### config.mk
export PLATFORM = sky130hd
export DESIGN_NAME = line_clear_ctrl_flat
export DESIGN_NICKNAME = d
export VERILOG_FILES = /design/src/rtl/line_clear_ctrl_pkg.sv /design/src/rtl/line_clear_ctrl_if.sv /design/src/rtl/line_clear_ctrl_next_row_finder.sv /design/src/rtl/line_clear_ctrl.sv /design/src/flat_wrapper.sv
export SDC_FILE = /design/constraint.sdc
export NUM_CORES = 1
export LEC_CHECK = 0
export ABC_AREA = 1
export CAP_MARGIN = 20
export CORE_ASPECT_RATIO = 0.9
export CORE_MARGIN = 2
export CORE_UTILIZATION = 55
export CTS_BUF_LIST = sky130_fd_sc_hd__clkbuf_4
export DETAILED_ROUTE_END_ITERATION = 7
export GPL_ROUTABILITY_DRIVEN = 0
export PLACE_DENSITY = 0.84
export SYNTH_ARGS = -nofsm -noshare
export SYNTH_HDL_FRONTEND = slang
export SYNTH_HIERARCHICAL = 1
export SYNTH_SLANG_ARGS = --single-unit
export TNS_END_PERCENT = 5
### constraint.sdc
create_clock -name clk -period 3.4 [get_ports clk]
set_input_delay 0.51 -clock clk [delete_from_list [all_inputs] [get_ports clk]]
set_output_delay 0.51 -clock clk [all_outputs]
set_load 0.01 [all_outputs]
### src/rtl/line_clear_ctrl_pkg.sv
// line_clear_ctrl_pkg: shared playfield constants, controller state type and popcount helper
package line_clear_ctrl_pkg;
    localparam int PLAYFIELD_ROWS = 20;
    localparam int PF_ROW_W = $clog2(PLAYFIELD_ROWS);
    localparam int LINE_FLASH_FRAMES = 12;
    typedef logic [PF_ROW_W-1:0] row_idx_t;
    typedef enum logic [1:0] {IDLE, FLASH, COMPACT, DONE} line_clear_state_t;
    function automatic int unsigned countSetBits(input logic [31:0] v);
        int unsigned n;
        n = 0;
        for (int i = 0; i < 32; i++) n += 32'(v[i]);
        return n;
    endfunction
endpackage

### src/rtl/line_clear_ctrl_if.sv
// line_clear_ctrl_if: game-logic request, flash display and row-copy handshake bundle
interface line_clear_ctrl_if import line_clear_ctrl_pkg::*; #(
    parameter int ROWS = PLAYFIELD_ROWS
);
    localparam int ROW_W = $clog2(ROWS);
    localparam int CNT_W = $clog2(ROWS + 1);
    logic             start;
    logic [ROWS-1:0]  full_rows;
    logic             frame_tick;
    logic             busy;
    logic [ROWS-1:0]  flash_rows;
    logic             copy_valid;
    logic [ROW_W-1:0] copy_src;
    logic [ROW_W-1:0] copy_dst;
    logic             copy_blank;
    logic             copy_ready;
    logic             done;
    logic [CNT_W-1:0] lines_cleared;
    modport master (
        input  start, full_rows, frame_tick, copy_ready,
        output busy, flash_rows, copy_valid, copy_src, copy_dst, copy_blank, done, lines_cleared
    );
    modport slave (
        output start, full_rows, frame_tick, copy_ready,
        input  busy, flash_rows, copy_valid, copy_src, copy_dst, copy_blank, done, lines_cleared
    );
endinterface

### src/rtl/line_clear_ctrl_next_row_finder.sv
// line_clear_ctrl_next_row_finder: highest unset mask bit strictly below limit_i
module line_clear_ctrl_next_row_finder import line_clear_ctrl_pkg::*; #(
    parameter int ROWS = PLAYFIELD_ROWS,
    localparam int ROW_W = $clog2(ROWS),
    localparam int CNT_W = $clog2(ROWS + 1)
) (
    input  logic [ROWS-1:0]  mask_i,
    input  logic [CNT_W-1:0] limit_i,
    output logic [ROW_W-1:0] row_o,
    output logic             found_o
);
    always_comb begin
        row_o = '0;
        found_o = 1'b0;
        for (int i = 0; i < ROWS; i++) begin
            if (CNT_W'(i) < limit_i && !mask_i[i]) begin
                row_o = ROW_W'(i);
                found_o = 1'b1;
            end
        end
    end
endmodule

### src/rtl/line_clear_ctrl.sv
// line_clear_ctrl: flashes captured full rows, then compacts the playfield bottom-up via row copies
module line_clear_ctrl import line_clear_ctrl_pkg::*; #(
    parameter int ROWS = PLAYFIELD_ROWS,
    parameter int FLASH_FRAMES = LINE_FLASH_FRAMES
) (
    input  logic              clk,
    input  logic              rst,
    line_clear_ctrl_if.master bus
);
    localparam int ROW_W = $clog2(ROWS);
    localparam int CNT_W = $clog2(ROWS + 1);
    localparam int FRM_W = $clog2(FLASH_FRAMES + 1);
    line_clear_state_t state_q, state_d;
    logic [ROWS-1:0]  mask_q, mask_d, flash_q, flash_d;
    logic [ROW_W-1:0] src_q, src_d, dst_q, dst_d, csrc_q, csrc_d, cdst_q, cdst_d;
    logic             src_ok_q, src_ok_d, cv_q, cv_d, cb_q, cb_d, busy_q, busy_d, done_q, done_d;
    logic [FRM_W-1:0] frames_q, frames_d;
    logic [CNT_W-1:0] lines_q, lines_d;
    logic [ROWS-1:0]  find_mask;
    logic [CNT_W-1:0] find_limit;
    logic [ROW_W-1:0] find_row;
    logic             find_ok, accept, step;

    assign accept = bus.start && !busy_q;
    assign step = !cv_q || bus.copy_ready;
    // one finder serves both the initial source search and every per-step advance
    assign find_mask = state_q == IDLE ? bus.full_rows : mask_q;
    assign find_limit = state_q == IDLE ? CNT_W'(ROWS) : CNT_W'(src_q);

    line_clear_ctrl_next_row_finder #(.ROWS(ROWS)) u_finder (
        .mask_i (find_mask),
        .limit_i(find_limit),
        .row_o  (find_row),
        .found_o(find_ok)
    );

    always_ff @(posedge clk or posedge rst) begin
        if (rst) begin
            state_q  <= IDLE;
            mask_q   <= '0;
            src_q    <= '0;
            src_ok_q <= 1'b0;
            dst_q    <= '0;
            frames_q <= '0;
            lines_q  <= '0;
            flash_q  <= '0;
            cv_q     <= 1'b0;
            cb_q     <= 1'b0;
            csrc_q   <= '0;
            cdst_q   <= '0;
            busy_q   <= 1'b0;
            done_q   <= 1'b0;
        end else begin
            state_q  <= state_d;
            mask_q   <= mask_d;
            src_q    <= src_d;
            src_ok_q <= src_ok_d;
            dst_q    <= dst_d;
            frames_q <= frames_d;
            lines_q  <= lines_d;
            flash_q  <= flash_d;
            cv_q     <= cv_d;
            cb_q     <= cb_d;
            csrc_q   <= csrc_d;
            cdst_q   <= cdst_d;
            busy_q   <= busy_d;
            done_q   <= done_d;
        end
    end

    always_comb begin
        state_d  = state_q;
        mask_d   = mask_q;
        src_d    = src_q;
        src_ok_d = src_ok_q;
        dst_d    = dst_q;
        frames_d = frames_q;
        lines_d  = lines_q;
        case (state_q)
            IDLE: if (accept) begin
                mask_d   = bus.full_rows;
                lines_d  = CNT_W'(countSetBits(32'(bus.full_rows)));
                state_d  = |bus.full_rows ? FLASH : DONE;
                dst_d    = ROW_W'(ROWS - 1);
                src_d    = find_row;
                src_ok_d = find_ok;
                frames_d = '0;
            end
            FLASH: if (bus.frame_tick) begin
                frames_d = frames_q + 1'b1;
                state_d  = frames_q == FRM_W'(FLASH_FRAMES - 1) ? COMPACT : FLASH;
            end
            COMPACT: if (step) begin
                dst_d    = dst_q - 1'b1;
                src_d    = find_row;
                src_ok_d = src_ok_q && find_ok;
                state_d  = dst_q == '0 ? DONE : COMPACT;
            end
            default: state_d = IDLE;
        endcase
    end

    // registered outputs are computed from next state so the request tracks the step with no bubble
    always_comb begin
        done_d = state_q == DONE;
        busy_d = state_d != IDLE || done_d;
        flash_d = state_d == FLASH ? mask_d : '0;
        cv_d = state_d == COMPACT && (!src_ok_d || src_d != dst_d);
        cb_d = state_d == COMPACT && !src_ok_d;
        csrc_d = state_d == COMPACT ? src_d : '0;
        cdst_d = state_d == COMPACT ? dst_d : '0;
    end

    assign bus.busy          = busy_q;
    assign bus.flash_rows    = flash_q;
    assign bus.copy_valid    = cv_q;
    assign bus.copy_src      = csrc_q;
    assign bus.copy_dst      = cdst_q;
    assign bus.copy_blank    = cb_q;
    assign bus.done          = done_q;
    assign bus.lines_cleared = lines_q;
endmodule

### src/flat_wrapper.sv
// flat-port wrapper written by rule: the top's interface ports become plain ports
module line_clear_ctrl_flat import line_clear_ctrl_pkg::*;
#(
    parameter int ROWS = PLAYFIELD_ROWS,
    parameter int FLASH_FRAMES = LINE_FLASH_FRAMES
)
  (clk, rst, bus_start, bus_full_rows, bus_frame_tick, bus_copy_ready, bus_busy, bus_flash_rows, bus_copy_valid, bus_copy_src, bus_copy_dst, bus_copy_blank, bus_done, bus_lines_cleared);
  line_clear_ctrl_if #(.ROWS(ROWS)) bus_i ();
  input  logic clk;
  input  logic rst;
  input wire logic [$bits(bus_i.start)-1:0] bus_start;
  input wire logic [$bits(bus_i.full_rows)-1:0] bus_full_rows;
  input wire logic [$bits(bus_i.frame_tick)-1:0] bus_frame_tick;
  input wire logic [$bits(bus_i.copy_ready)-1:0] bus_copy_ready;
  output wire logic [$bits(bus_i.busy)-1:0] bus_busy;
  output wire logic [$bits(bus_i.flash_rows)-1:0] bus_flash_rows;
  output wire logic [$bits(bus_i.copy_valid)-1:0] bus_copy_valid;
  output wire logic [$bits(bus_i.copy_src)-1:0] bus_copy_src;
  output wire logic [$bits(bus_i.copy_dst)-1:0] bus_copy_dst;
  output wire logic [$bits(bus_i.copy_blank)-1:0] bus_copy_blank;
  output wire logic [$bits(bus_i.done)-1:0] bus_done;
  output wire logic [$bits(bus_i.lines_cleared)-1:0] bus_lines_cleared;
  assign bus_i.start = bus_start;
  assign bus_i.full_rows = bus_full_rows;
  assign bus_i.frame_tick = bus_frame_tick;
  assign bus_i.copy_ready = bus_copy_ready;
  assign bus_busy = bus_i.busy;
  assign bus_flash_rows = bus_i.flash_rows;
  assign bus_copy_valid = bus_i.copy_valid;
  assign bus_copy_src = bus_i.copy_src;
  assign bus_copy_dst = bus_i.copy_dst;
  assign bus_copy_blank = bus_i.copy_blank;
  assign bus_done = bus_i.done;
  assign bus_lines_cleared = bus_i.lines_cleared;
  line_clear_ctrl #(.ROWS(ROWS), .FLASH_FRAMES(FLASH_FRAMES)) u_core (.clk(clk), .rst(rst), .bus(bus_i));
endmodule
==> metrics.md <==
| Metric | Value |
|---|---|
| Pwr dens | `847 nW/um^2` |
| Post-route core utilization | `68.8%` |
| Yosys warnings | `6` |
| Tot GR Track Use | `25.0%` |
| Max-slew violations | `0` |
| Die Y | `89.3 um` |
| R2r setup slk | `between 300 and 400 ps` |
| Total grt overflow | `0` |
| Outcome | `complete, but fails checks` |
| Max-slew headroom | `63.0%` |
| Area leader, netlist | `dfrtp_1` |
| Largest net degree at the start of global routing | `53` |
| Synth Register Bits | `76` |
| Peak VDD IR | `0.000501 V` |
| Synthesized Nets | `roughly 620` |
| # DRC | `0` |
| Post-layout min period | `between 3000 and 4000 ps` |
| Die Width | `98.8 um` |
| Met1 GRT Util | `34.1%` |
| Req. time, crit path | `3750 ps` |
| Top Usage Layer GRT | `met2` |
| Reg2reg start | `u_core/state_q[0]` |
| CTS sink cnt | `76` |
| H-tree levels | `3` |
| Post-DP HPWL | `about 7700 um` |
| FILL cells | `about 600` |
| Pleak | `0.00290 uW` |
| Antenna diodes | `0` |
| Commonest non-fill, non-tap cells in the layout | `132 x nand2_1, 97 x inv_1, 81 x nor2_1` |
| Post-Syn Area per Cell | `7.77 um^2` |
| Routed Antenna Nets | `0` |
| Layout cells sized above 1 | `15.5%` |
| Clk_lat worst skew | `~420 ps` |
| Initial antenna violation count | `0` |
| Synth unique cells | `34` |
| CP arrival | `3980 ps` |
| Root Buffer | `clkbuf_4` |
| Iteration-0 DRC Markers | `about 380` |
| Placed Area | `5290 um^2` |
| DIE AREA | `just under 9000 um^2` |
| Vias | `3965` |
| Global-route wire length before repair | `~17000 um` |
| IO Count | `64` |
| DR WL/cell | `13.3 um` |
| Crit share post-route | `107%` |
| Post-synthesis sequential area ratio | `a little over two fifths` |
| CTS buffer count | `9` |
| CTS tree | `built` |
| Cells after Synth | `572` |
| CP max FO | `2` |
| M2 GR Usage | `between 40% and 50%` |
| NumNets Final | `approximately 700` |
| Post-route cell area | `5470 um^2` |
| Detailed Routing Iterations Pass 1 | `5` |
| Clk slew on worst S/H paths | `120 ps` |
| CP Class | `in -> reg` |
| Setup Viol. Count Final | `4` |
| Commonest non-fill, non-tap cell in the layout | `nand2_1` |
| Port bufs | `63` |
| F_max | `between 200 and 300 MHz` |
| Unrepaired setup endpoints after global routing | `true` |
| Top cells by area, synth | `dfrtp_1 43%, nand2_1 11%, inv_1 9.2%` |
| Final hold slack | `428 ps` |
| Via density | `5.16` |
| Final count of hold timing violations | `0` |
| Number of global-route vias before repair | `approximately 3800` |
| Max_cap viols | `0` |
| Post-Syn Area | `4440 um^2` |
| Share of the synthesized area in the top cell type | `between 40 and 50%` |
| R2R Path End | `u_core/bus.copy_valid` |
| Setup crit end kind | `register` |
| Final setup margin | `-228 ps` |
| Worst slew pin tran | `554 ps` |
| Post-Route WL | `10200 um` |
| Grt met3 use | `5.71%` |
| Clock Skew | `16.0 ps` |
| Initial Util | `55.9%` |
| Hold buffer count at cts | `0` |
| Core box area | `between 7000 and 8000 um^2` |
| Row cnt | `31` |
| Layout area overhead | `23.1%` |
| Failing checks | `negative setup slack` |
| Hold path cells | `3` |
| Min-Delay Path Class | `in -> reg` |
| Worst setup SP type | `primary input` |
| Clk buf depth | `2` |
| Min-delay src | `bus_full_rows[11]` |
| Reg2reg path depth | `31` |
| Worst hold endpoint | `u_core/mask_q[11]` |
## logic make-up (layout without fill, tap and decap cells)
family	Yosys count	in the layout	share of synthesized area [%]
xor gates and xnor gates	2	2	0.394
and+or+nand+nor	274	274	26.2
adders and majority gates	25	25	9.40
AOI/OAI and AO/OA	70	70	9.49
DFF	76	76	42.8
buffers and inverters	125	223	11.7
## routing by layer
metal / vias to the layer above / share of wire (%)
met5: - / 0
met4: 0 / 1.6
met3: 23 / 6.6
li1: 1934 / -
met1: 1854 / 45
met2: 154 / 47
## synth_stat cells (all sizes together)
cell and number:
a21boi 1, a21oi 13, a31oi 1, buf 12, clkbuf 2, dfrtp 76, fa 14, ha 11
inv 111, nand2 137, nand3 28, nand3b 3, nand4 7, nor2 85, nor3 10, o211ai 1
o21ai 53, o31ai 1, or2 4, xnor2 1, xor2 1
## per-stage QoR
step / instances / setup slack [ps] / total power, uW / setup TNS [ps]
after floorplan: 572 / -476 / 3220 / -1890
after global placement: 743 / -1080 / 3950 / -4860
after detailed placement: 743 / -1120 / 4080 / -5130
after CTS: 766 / -334 / 4580 / -1180
after global routing: 769 / -348 / 5070 / -1290
final: 769 / -228 / 4630 / -849
## worst max-delay path, stage by stage
cell,delay (ps)
buf_6,70
inv_2,30
fa_1,540
fa_1,470
fa_1,490
fa_1,510
fa_1,410
inv_1,70
ha_2,180
inv_2,40
fa_2,360
nand3b_1,160
a31oi_1,130
## cell type report
class                      count  area (um^2)  share of cell area [%]
clock buffer                  12         90.1                    1.65
multi-input combinational    371         2030                    37.2
timing repair buffer          97          882                    16.1
tap                           99          124                    2.26
sequential                    76         1900                    34.8
clock inverter                 3         15.0                   0.275
inverter                     111          420                    7.69
## repair_timing
item	4_1_cts	5_1_grt
buffers inserted	8	3
gates resized for setup	49	5
pin swaps	11	9
setup endpoints to repair	5	7
## flip-flops by register name, indices dropped and copies added (netlist names), 2 cells and up
| name | flops |
|---|---|
| u_core/bus.copy_dst | 5 |
| u_core/bus.copy_src | 5 |
| u_core/bus.flash_rows | 20 |
| u_core/bus.lines_cleared | 5 |
| u_core/dst_q | 5 |
| u_core/frames_q | 4 |
| u_core/mask_q | 20 |
| u_core/src_q | 5 |
| u_core/state_q | 2 |
## report_power, final
group,switching [uW],leakage (uW),internal (uW)
logic,1600,0.00186,1160
registers,178,0.000972,1240
clock network,292,0.0000669,168
## how the worst max path moves through the flow
stage | from | endpoint
6_report | bus_full_rows[15] | u_core/bus.lines_cleared[4]
5_1_grt | bus_full_rows[15] | u_core/bus.lines_cleared[4]
3_3_place_gp | bus_full_rows[11] | u_core/bus.lines_cleared[1]
2_1_floorplan | bus_full_rows[9] | u_core/bus.lines_cleared[1]
3_5_place_dp | bus_full_rows[9] | u_core/bus.lines_cleared[3]
4_1_cts | bus_full_rows[15] | u_core/bus.lines_cleared[4]
Power figures use the tool's default switching activity.
